$ cat config.mk
export PLATFORM = sky130hd
export DESIGN_NAME = rr_arbiter_pe_flat
export DESIGN_NICKNAME = d
export VERILOG_FILES = /design/src/rtl/rr_arbiter_pe_if.sv /design/src/rtl/rr_arbiter_pe.sv /design/src/flat_wrapper.sv
export SDC_FILE = /design/constraint.sdc
export NUM_CORES = 1
export LEC_CHECK = 0
export CAP_MARGIN = 20
export CORE_MARGIN = 2
export CORE_UTILIZATION = 30
export CTS_CLUSTER_SIZE = 25
export DETAILED_ROUTE_END_ITERATION = 16
export HOLD_SLACK_MARGIN = 0.06
export PLACE_DENSITY = 0.58
export SYNTH_ARGS = -nofsm -noshare
export SYNTH_HDL_FRONTEND = slang
export SYNTH_SLANG_ARGS = --single-unit
$ cat constraint.sdc
create_clock -name clk -period 7.7 [get_ports clk]
set_clock_uncertainty 0.15 [all_clocks]
set_input_delay 1.54 -clock clk [delete_from_list [all_inputs] [get_ports clk]]
set_output_delay 1.54 -clock clk [all_outputs]
set_load 0.05 [all_outputs]
$ cat src/rtl/rr_arbiter_pe_if.sv
// Handshake bundle between an arbitration cell, its requesters and its parent level.
// The cell side uses the slave modport; the requester/parent side uses master.
interface rr_arbiter_pe_if #(
    parameter int unsigned N     = 4,
    parameter int unsigned IDX_W = (N > 1) ? $clog2(N) : 1
);
    logic             Grant_IN;
    logic [N-1:0]     Request_IN;
    logic             Request_OUT;
    logic [N-1:0]     Grant_OUT;
    logic             Grant_Valid;
    logic [IDX_W-1:0] Grant_Index;

    modport master (
        output Grant_IN,
        output Request_IN,
        input  Request_OUT,
        input  Grant_OUT,
        input  Grant_Valid,
        input  Grant_Index
    );

    modport slave (
        input  Grant_IN,
        input  Request_IN,
        output Request_OUT,
        output Grant_OUT,
        output Grant_Valid,
        output Grant_Index
    );
endinterface

$ cat src/rtl/rr_arbiter_pe.sv
// Registered N-way arbiter cell (round-robin or fixed priority) with grant hold limit,
// cascadable through Request_OUT / Grant_IN like the legacy priority-encoder cell.
module rr_arbiter_pe #(
    parameter int unsigned N        = 4,
    parameter int unsigned RR_MODE  = 1,
    parameter int unsigned MAX_HOLD = 8,
    parameter int unsigned IDX_W    = (N > 1) ? $clog2(N) : 1
) (
    input  logic           clk,
    input  logic           rst,
    rr_arbiter_pe_if.slave bus
);
    localparam int unsigned CNT_W = (MAX_HOLD > 1) ? $clog2(MAX_HOLD + 1) : 1;

    typedef enum logic {IDLE, OWNED} state_e;

    state_e             state_q, state_d;
    logic [N-1:0]       grant_q, grant_d;
    logic               valid_q, valid_d;
    logic [IDX_W-1:0]   idx_q, idx_d;
    logic [IDX_W-1:0]   ptr_q, ptr_d;
    logic [CNT_W-1:0]   cnt_q, cnt_d;

    logic [N-1:0]       others_c;
    logic [IDX_W-1:0]   base_c;
    logic [IDX_W-1:0]   win_c;
    logic               take_c;
    logic               idle_c;
    logic               hold_hit_c;
    logic               hold_room_c;

    // First set bit of mask scanning circularly upward from ptr.
    function automatic logic [IDX_W-1:0] sel(input logic [N-1:0] mask, input logic [IDX_W-1:0] ptr);
        logic [IDX_W-1:0] r;
        logic [IDX_W-1:0] j;
        logic             found;
        r     = '0;
        found = 1'b0;
        for (int unsigned k = 0; k < N; k++) begin
            j = IDX_W'((32'(ptr) + k) % N);
            if (!found && mask[j]) begin
                r     = j;
                found = 1'b1;
            end
        end
        return r;
    endfunction

    assign bus.Request_OUT = |bus.Request_IN;
    assign bus.Grant_OUT   = grant_q;
    assign bus.Grant_Valid = valid_q;
    assign bus.Grant_Index = idx_q;

    always_comb begin
        state_d     = state_q;
        grant_d     = grant_q;
        valid_d     = valid_q;
        idx_d       = idx_q;
        ptr_d       = ptr_q;
        cnt_d       = cnt_q;
        take_c      = 1'b0;
        idle_c      = 1'b0;
        win_c       = '0;
        base_c      = (RR_MODE != 0) ? ptr_q : '0;
        // grant_q is one-hot on the owner, so it doubles as the owner mask
        others_c    = bus.Request_IN & ~grant_q;
        hold_hit_c  = (MAX_HOLD != 0) && ((32'(cnt_q) + 32'd1) > MAX_HOLD);
        hold_room_c = (MAX_HOLD != 0) && ((32'(cnt_q) + 32'd1) <= MAX_HOLD);

        case (state_q)
            IDLE: begin
                if (bus.Grant_IN && (|bus.Request_IN)) begin
                    take_c = 1'b1;
                    win_c  = sel(bus.Request_IN, base_c);
                end
            end
            OWNED: begin
                if (!bus.Grant_IN) begin
                    idle_c = 1'b1;
                end else if (!bus.Request_IN[idx_q]) begin
                    if (|bus.Request_IN) begin
                        take_c = 1'b1;
                        win_c  = sel(bus.Request_IN, base_c);
                    end else begin
                        idle_c = 1'b1;
                    end
                end else if (hold_hit_c && (|others_c)) begin
                    take_c = 1'b1;
                    win_c  = sel(others_c, base_c);
                end else if (hold_room_c) begin
                    cnt_d = cnt_q + CNT_W'(1);
                end
            end
            default: idle_c = 1'b1;
        endcase

        if (take_c) begin
            state_d = OWNED;
            grant_d = N'(1) << win_c;
            valid_d = 1'b1;
            idx_d   = win_c;
            cnt_d   = CNT_W'(1);
            if (RR_MODE != 0) begin
                ptr_d = IDX_W'((32'(win_c) + 32'd1) % N);
            end
        end else if (idle_c) begin
            state_d = IDLE;
            grant_d = '0;
            valid_d = 1'b0;
            idx_d   = '0;
            cnt_d   = '0;
        end
    end

    always_ff @(posedge clk or posedge rst) begin
        if (rst) begin
            state_q <= IDLE;
            grant_q <= '0;
            valid_q <= 1'b0;
            idx_q   <= '0;
            ptr_q   <= '0;
            cnt_q   <= '0;
        end else begin
            state_q <= state_d;
            grant_q <= grant_d;
            valid_q <= valid_d;
            idx_q   <= idx_d;
            ptr_q   <= ptr_d;
            cnt_q   <= cnt_d;
        end
    end
endmodule

$ cat src/flat_wrapper.sv
// flat-port wrapper written by rule: the top's interface ports become plain ports
module rr_arbiter_pe_flat 
#(
    parameter int unsigned N        = 4,
    parameter int unsigned RR_MODE  = 1,
    parameter int unsigned MAX_HOLD = 8,
    parameter int unsigned IDX_W    = (N > 1) ? $clog2(N) : 1
)
  (clk, rst, bus_Grant_IN, bus_Request_IN, bus_Request_OUT, bus_Grant_OUT, bus_Grant_Valid, bus_Grant_Index);
  rr_arbiter_pe_if #(.N(N), .IDX_W(IDX_W)) bus_i ();
  input  logic clk;
  input  logic rst;
  input wire logic [$bits(bus_i.Grant_IN)-1:0] bus_Grant_IN;
  input wire logic [$bits(bus_i.Request_IN)-1:0] bus_Request_IN;
  output wire logic [$bits(bus_i.Request_OUT)-1:0] bus_Request_OUT;
  output wire logic [$bits(bus_i.Grant_OUT)-1:0] bus_Grant_OUT;
  output wire logic [$bits(bus_i.Grant_Valid)-1:0] bus_Grant_Valid;
  output wire logic [$bits(bus_i.Grant_Index)-1:0] bus_Grant_Index;
  assign bus_i.Grant_IN = bus_Grant_IN;
  assign bus_i.Request_IN = bus_Request_IN;
  assign bus_Request_OUT = bus_i.Request_OUT;
  assign bus_Grant_OUT = bus_i.Grant_OUT;
  assign bus_Grant_Valid = bus_i.Grant_Valid;
  assign bus_Grant_Index = bus_i.Grant_Index;
  rr_arbiter_pe #(.N(N), .RR_MODE(RR_MODE), .MAX_HOLD(MAX_HOLD), .IDX_W(IDX_W)) u_core (.clk(clk), .rst(rst), .bus(bus_i));
endmodule
# After elaboration in Yosys (flattened, before gate mapping)
# Index checks and enable logic that the tools add are counted.
word_totals:
  ff_bits: 13
  output_inout_bits: 8
  input_bits: 7
  elab_cells: 147
classes:
  n_mux: 96
  eq_ne: 1
  n_reduce_logical: 28
  shifts: 1
  order_cmp: 7
  bitwise: 3
  n_addsub: 6
ops:
  columns: ["cell", "n"]
  rows:
  - ["$mux 1", 58]
  - ["$mux 2", 18]
  - ["$mux 4", 9]
  - ["$gt 32x4->1 const B", 1]
  - ["$le 32x4->1 const B", 1]
  - ["$bmux 1 s2", 9]
  - ["$lt 2x3->1 const B", 5]
  - ["$reduce_bool 3->1", 4]
  - ["$logic_and 1x1->1", 11]
  - ["$logic_not 1->1", 9]
  - ["$reduce_or 4->1", 2]
  - ["$add 4x1->5 const B", 1]
  - ["$reduce_and 5->1", 1]
  - ["$add 2x1->2 const B", 2]
  - ["$add 2x2->2 const B", 2]
  - ["$add 4x1->4 const B", 1]
  - ["$and 4x4->4", 1]
  - ["$not 4->4", 1]
  - ["$pmux 2 s2", 1]
  - ["$shl 1x2->4 const A", 1]
  - ["$ne 3x1->1 const B", 1]
  - ["$pmux 1 s2", 1]
  - ["$reduce_bool 2->1", 1]
  - ["$not 1->1", 1]

# Logic depth before layout (Yosys ltp)
# Gate-level depths: netlist (run 1).
logic_depth:
  ltp_word: 32
  depth_mapped: 8
  ltp_nobuf: 8

# Worst setup path before layout (run 1)
# Ideal clock, no wire load.
synth_timing:
  kind: "input to output"
  start: "input port bus_Request_IN[3]"
  end: "output port bus_Request_OUT"
  setup_slack_ns: 3.829
  arrival_time_ns: 2.181
  required_time_ns: 6.010
  path_stages: 1
  n_path_buf: 0
  cell_sequence: "or4_4"
synth_between:
  elab_chain_cells: 1
synth_lines:
  columns: ["item", "line_no", "text"]
  rows:
  - ["start: declaration", "flat_wrapper.sv:14", "input wire logic [$bits(bus_i.Request_IN)-1:0] bus_Request_IN;"]
  - ["$reduce_or 4->1", "rr_arbiter_pe.sv:49", "assign bus.Request_OUT = |bus.Request_IN;"]
  - ["end: declaration", "flat_wrapper.sv:15", "output wire logic [$bits(bus_i.Request_OUT)-1:0] bus_Request_OUT;"]
# No other way between the ends.

# Final worst setup path (run 1)
# Same ends and word-level chain as after synthesis.

==> flow_summary.toml, run 1 <==
[layout]
ff_latch_area_um2 = 325
area_growth_pct = 22.0
diodes = 0
drive_gt1_share_pct = 10.5
fin_area_um2 = 1150
multiInputGateArea_um2 = 574
fillCellCount = 324
finalNetCount = 127

[critical_path]
crit_chain = "clkdlybuf4s50_1, or4_4, clkdlybuf4s50_1"
worst-path-buf-inv = 2
cp.arrival_ps = 3360
slowest_stage = "clkdlybuf4s50_1"
path_common_cell = "clkdlybuf4s50_1"
critPathMaxFanout = 6
crit_required_ps = 6010
cp_top_family = "buffers and inverters"
cpPeakStageDelay_ps = 720
end_kind = "output port"
crit_type = "in2out"
startpoint_type = "input port"

[synth]
synth_common_cells = "dfrtp_1, nand2b_1, a21oi_1, nand2_1"
synthArstFlopShare_pct = 100
synth-seq-cells = 13
syn_avg_cell_area_um2 = 9.59
ys.flop_type = "dfrtp_1"
synth_area_um2 = 940
synth_area_leader_cell = "dfrtp_1"
ys_seq_area_share_pct = 34.6
yosysMostFrequentCell = "dfrtp_1"
synth.distinct_cells = 46
netlist.area_leader.share_pct = 34.6
netlist_instances = 98
syn-num-nets = 110
synth.area.top_cells = "dfrtp_1, ha_1, a22o_1"
synth-edff-count = 0
yosysWarnings = 0

[drt]
dr_total_vias = 809
drtIter0Drc = 47
via_per_inst = 5.12
first_pass_iters = 4
drc_errors = 0
wl_per_cell_um = 13.5
ant_nets = 0
routed_wl_um = 2140

[cts]
post_cts_resized = 0
cts.sinks = 13
cts_setup_buffers = 0
clockBufferDepth = 2
cts_htree_levels = 1
postCtsHoldBufs = 0
cts_made_buffers = 3
cts-root-buf = "clkbuf_4"
insertion_delay_ps = 270
clkTransAtPathRegs_ps = 80
cts_tree = "done"

[placed_design]
io_buffers = 14
gp_congestion = 0.873
place_area_um2 = 1120
dp_hpwl_um = 1620

[pwr]
ir_drop_uv = 68.7
power.density_nw_per_um2 = 239
intPower_w = 0.000156
comb_power_share_pct = 45.5
p_leak_nw = 0.489
p_sw_w = 0.000118
clkPwrFrac_pct = 15.4
sw_frac_of_total_pct = 43.1
seq_power_share_pct = 39.1

[run_status]
status = "completed"

[timing]
rsz0062_at_grt = "false"
setup_viol = 0
finalCritPeriodShare_pct = 65.5
drv_slew = 0
max_slew_margin_pct = 58.4
fmax_ghz = 0.198
tightest_slew_ps = 608
finalHoldViolCount = 0
period_needed_ps = 5050
setup_tns_ps = 0

[global_route]
grt_remaining_overflow = 0
grt_pass1_vias = 782
antenna_found_initial = 0
grt_usage_pct = 13.2
grt_max_degree = 14
grt_pass1_wl_um = 3480

[run]
maxCapViolations = 0

[floorplan]
io_pins = 15
core_area_um2 = 3030
initial_core_util_pct = 31.0
die_h_um = 60.0
design.die.area_um2 = 3600
dieWidth_um = 60.0
row_count = 20

[hold_path]
hold_path_class = "reg2reg"
==> path summary, 6_finish.rpt <==
kind	endpoint	slack, ps	cells after the start	startpoint
setup reg to reg	u_core.base_c[1]$_DFFE_PP0P_	5020	8	u_core.cnt_q[0]$_DFFE_PP0P_
hold reg to reg	u_core.bus.Grant_OUT[2]$_DFFE_PP0P_	410	1	u_core.bus.Grant_OUT[2]$_DFFE_PP0P_
hold / removal	u_core.bus.Grant_OUT[2]$_DFFE_PP0P_	410	1	u_core.bus.Grant_OUT[2]$_DFFE_PP0P_
max in group asynchronous	u_core.cnt_q[2]$_DFFE_PP0P_	5620	2	rst
min in group asynchronous	u_core.state_q$_DFFE_PP0P_	1430	2	rst
setup / recovery	bus_Request_OUT	2650	3	bus_Request_IN[3]
==> stage by stage <==
step | setup slack, ps | utilization, % | hold slack [ps] | instances | power [W]
after global placement | 2680 | 37.0 | 392 | 154 | 0.000232
final | 2650 | 37.9 | 415 | 158 | 0.000274
after CTS | 2660 | 37.9 | 415 | 158 | 0.000277
after global routing | 2620 | 37.9 | 447 | 158 | 0.000292
after detailed placement | 2660 | 37.0 | 391 | 154 | 0.000233
after floorplan | 3830 | - | 373 | 98 | 0.000196
==> cell families after synthesis <==
group,count (synthesis),synth area share [%]
muxes,4,4.79
buffers and inverters,8,4.26
DFF,13,34.6
AOI/OAI and AO/OA,33,26.0
adders and majority gates,5,6.66
and+or+nand+nor,34,22.8
xor gates and xnor gates,1,0.932
==> layout make-up <==
class                           count  area share [%]
Multi-Input combinational cell     77            50.1
Clock buffer                        4            2.29
Tap cell                           44            4.80
Sequential cell                    13            28.4
Inverter                            6            2.18
Timing Repair Buffer               14            12.2
==> power by group through the flow <==
| stage | clock network, W | registers, W | logic [W] |
|---|---|---|---|
| after floorplan | 0 | 0.000123 | 0.0000737 |
| after global placement | 0 | 0.000107 | 0.000125 |
| after detailed placement | 0 | 0.000108 | 0.000126 |
| after CTS | 0.0000442 | 0.000107 | 0.000126 |
| after global routing | 0.0000464 | 0.000110 | 0.000136 |
| final | 0.0000423 | 0.000107 | 0.000125 |
==> metal layers <==
metal  GRT usage [%]  part of all wire (%)  vias up
li1                -                     -      400
met1            16.7                    49      390
met2            21.4                    47       17
met3           0.866                   3.1        2
met4            8.57                   1.6        0
met5               0                     0        -
==> layout by cell type (no fill, tap or decap), types with 2 or more instances in the layout <==
| cell | n |
|---|---|
| clkdlybuf4s50_1 | 14 |
| dfrtp_1 | 13 |
| nand2b_1 | 7 |
| nand2_1 | 6 |
| a21oi_1 | 6 |
| o21ai_0 | 5 |
| nor2_1 | 5 |
| a22o_1 | 5 |
| inv_1 | 5 |
| ha_1 | 5 |
| mux2i_1 | 3 |
| clkbuf_4 | 3 |
| o22ai_1 | 2 |
| nand3b_1 | 2 |
==> flip-flops by register name (all words and copies together), names as in the netlist <==
register and cells:
u_core.base_c 2, u_core.bus.Grant_Index 2, u_core.state_q 1, u_core.bus.Grant_OUT 4
u_core.cnt_q 4
Note: power is estimated with default switching activity, not from simulation.
==> run 2, diff against run 1 <==
- PLACE_DENSITY: 0.58 -> 0.6
- clock period: 7.7 -> 4.63 ns (I/O delays scaled with it)
==> flow_summary.toml, run 2 (synthesized netlist as in run 1, its figures left out) <==
[drt]
ant_nets = 0
drtIter0Drc = 72
wl_per_cell_um = 13.6
dr_total_vias = 820
via_per_inst = 5.19
first_pass_iters = 4
drc_errors = 0
routed_wl_um = 2150

[layout]
ff_latch_area_um2 = 325
drive_gt1_share_pct = 10.5
mostFrequentLayoutCell = "clkdlybuf4s50_1"
diodes = 0
finalNetCount = 127
area_growth_pct = 22.0
multiInputGateArea_um2 = 574
fillCellCount = 315
final_cell_mix = "clkdlybuf4s50_1, dfrtp_1, nand2b_1"

[hold_path]
hold_path_class = "reg2reg"

[timing]
period_needed_ps = 3820
finalCritPeriodShare_pct = 82.6
rsz0062_at_grt = "false"
fmax_ghz = 0.262
setup_viol = 0
setup_tns_ps = 0
max_slew_margin_pct = 62.8
hold_slack_ps = 384
drv_slew = 0
finalHoldViolCount = 0
tightest_slew_ps = 544

[critical_path]
startpoint_type = "input port"
crit_required_ps = 3550
end_kind = "output port"
slowest_stage = "clkdlybuf4s50_1"
cpPeakStageDelay_ps = 710
path_common_cell = "clkdlybuf4s50_1"
cp_top_family = "buffers and inverters"
worst-path-buf-inv = 2
crit_type = "in2out"
critPathMaxFanout = 7
cp.arrival_ps = 2750
crit_chain = "clkdlybuf4s50_1, or4_4, clkdlybuf4s50_1"

[placed_design]
gp_congestion = 0.824
io_buffers = 14
dp_hpwl_um = 1630

[pwr]
p_sw_w = 0.000198
ir_drop_uv = 116
clkPwrFrac_pct = 15.3
seq_power_share_pct = 38.7
power.density_nw_per_um2 = 399
comb_power_share_pct = 46.0
p_leak_nw = 0.489
sw_frac_of_total_pct = 43.2
intPower_w = 0.000260
power_w = 0.000457

[floorplan]
io_pins = 15
dieWidth_um = 60.0
design.die.area_um2 = 3600
initial_core_util_pct = 31.0
core_area_um2 = 3030
row_count = 20
die_h_um = 60.0

[global_route]
grt_pass1_wl_um = 3780
grt_pass1_vias = 827
grt_max_degree = 14
grt_usage_pct = 13.8
antenna_found_initial = 0
grt_remaining_overflow = 0

[run_status]
status = "completed"

[cts]
post_cts_resized = 0
cts_setup_buffers = 0
clkTransAtPathRegs_ps = 80
cts.sinks = 13
cts_made_buffers = 3
clockBufferDepth = 2
postCtsHoldBufs = 0
cts_htree_levels = 1
cts-root-buf = "clkbuf_4"
cts_tree = "done"
insertion_delay_ps = 270

[run]
maxCapViolations = 0
[run 2: worst paths after layout]
kind	from	endpoint	slack [ps]	depth (start not counted)
worst max-delay path	bus_Request_IN[2]	bus_Request_OUT	810	3
worst min-delay path	u_core.bus.Grant_OUT[1]$_DFFE_PP0P_	u_core.bus.Grant_OUT[1]$_DFFE_PP0P_	380	1
worst max register to register	u_core.cnt_q[0]$_DFFE_PP0P_	u_core.base_c[1]$_DFFE_PP0P_	1900	8
worst min register to register	u_core.bus.Grant_OUT[1]$_DFFE_PP0P_	u_core.bus.Grant_OUT[1]$_DFFE_PP0P_	380	1
max in group asynchronous	rst	u_core.bus.Grant_OUT[2]$_DFFE_PP0P_	3170	2
min in group asynchronous	rst	u_core.cnt_q[0]$_DFFE_PP0P_	820	2
[run 2: final cells by class]
| type | instances | share of cell area [%] |
|---|---|---|
| Clock buffer | 4 | 2.29 |
| Inverter | 6 | 2.18 |
| Multi-Input combinational cell | 77 | 50.1 |
| Sequential cell | 13 | 28.4 |
| Tap cell | 44 | 4.80 |
| Timing Repair Buffer | 14 | 12.2 |
[run 2: worst register-to-register path: stages (launching register included)]
cell and delay [ps]:
dfrtp_1 440, ha_1 250, nand4b_1 200, xor2_1 330, and4bb_2 290, a31oi_2 270
inv_1 120, ha_1 310, mux2_4 250
[run 2: routing by layer]
| metal | part of all wire (%) | vias up | global-route usage (%) |
|---|---|---|---|
| met3 | 4.2 | 4 | 0.649 |
| li1 | - | 399 | - |
| met5 | 0 | - | 0 |
| met4 | 1.8 | 0 | 6.67 |
| met2 | 47 | 21 | 22.5 |
| met1 | 47 | 396 | 18.7 |
[run 2: per-stage QoR]
stage	instances	cell area (µm²)	util [%]	setup slack, ps
4_1_cts	158	1150	37.9	812
3_5_place_dp	154	1120	37.0	817
3_3_place_gp	154	1120	37.0	841
5_1_grt	158	1150	37.9	750
2_1_floorplan	98	940	-	1710
6_report	158	1150	37.9	806
[run 2: power groups by stage]
stage	registers (W)	clock network (W)	logic, W
4_1_cts	0.000176	0.0000715	0.000211
5_1_grt	0.000182	0.0000787	0.000230
6_report	0.000177	0.0000701	0.000210
2_1_floorplan	0.000204	0	0.000123
3_3_place_gp	0.000177	0	0.000208
3_5_place_dp	0.000178	0	0.000210
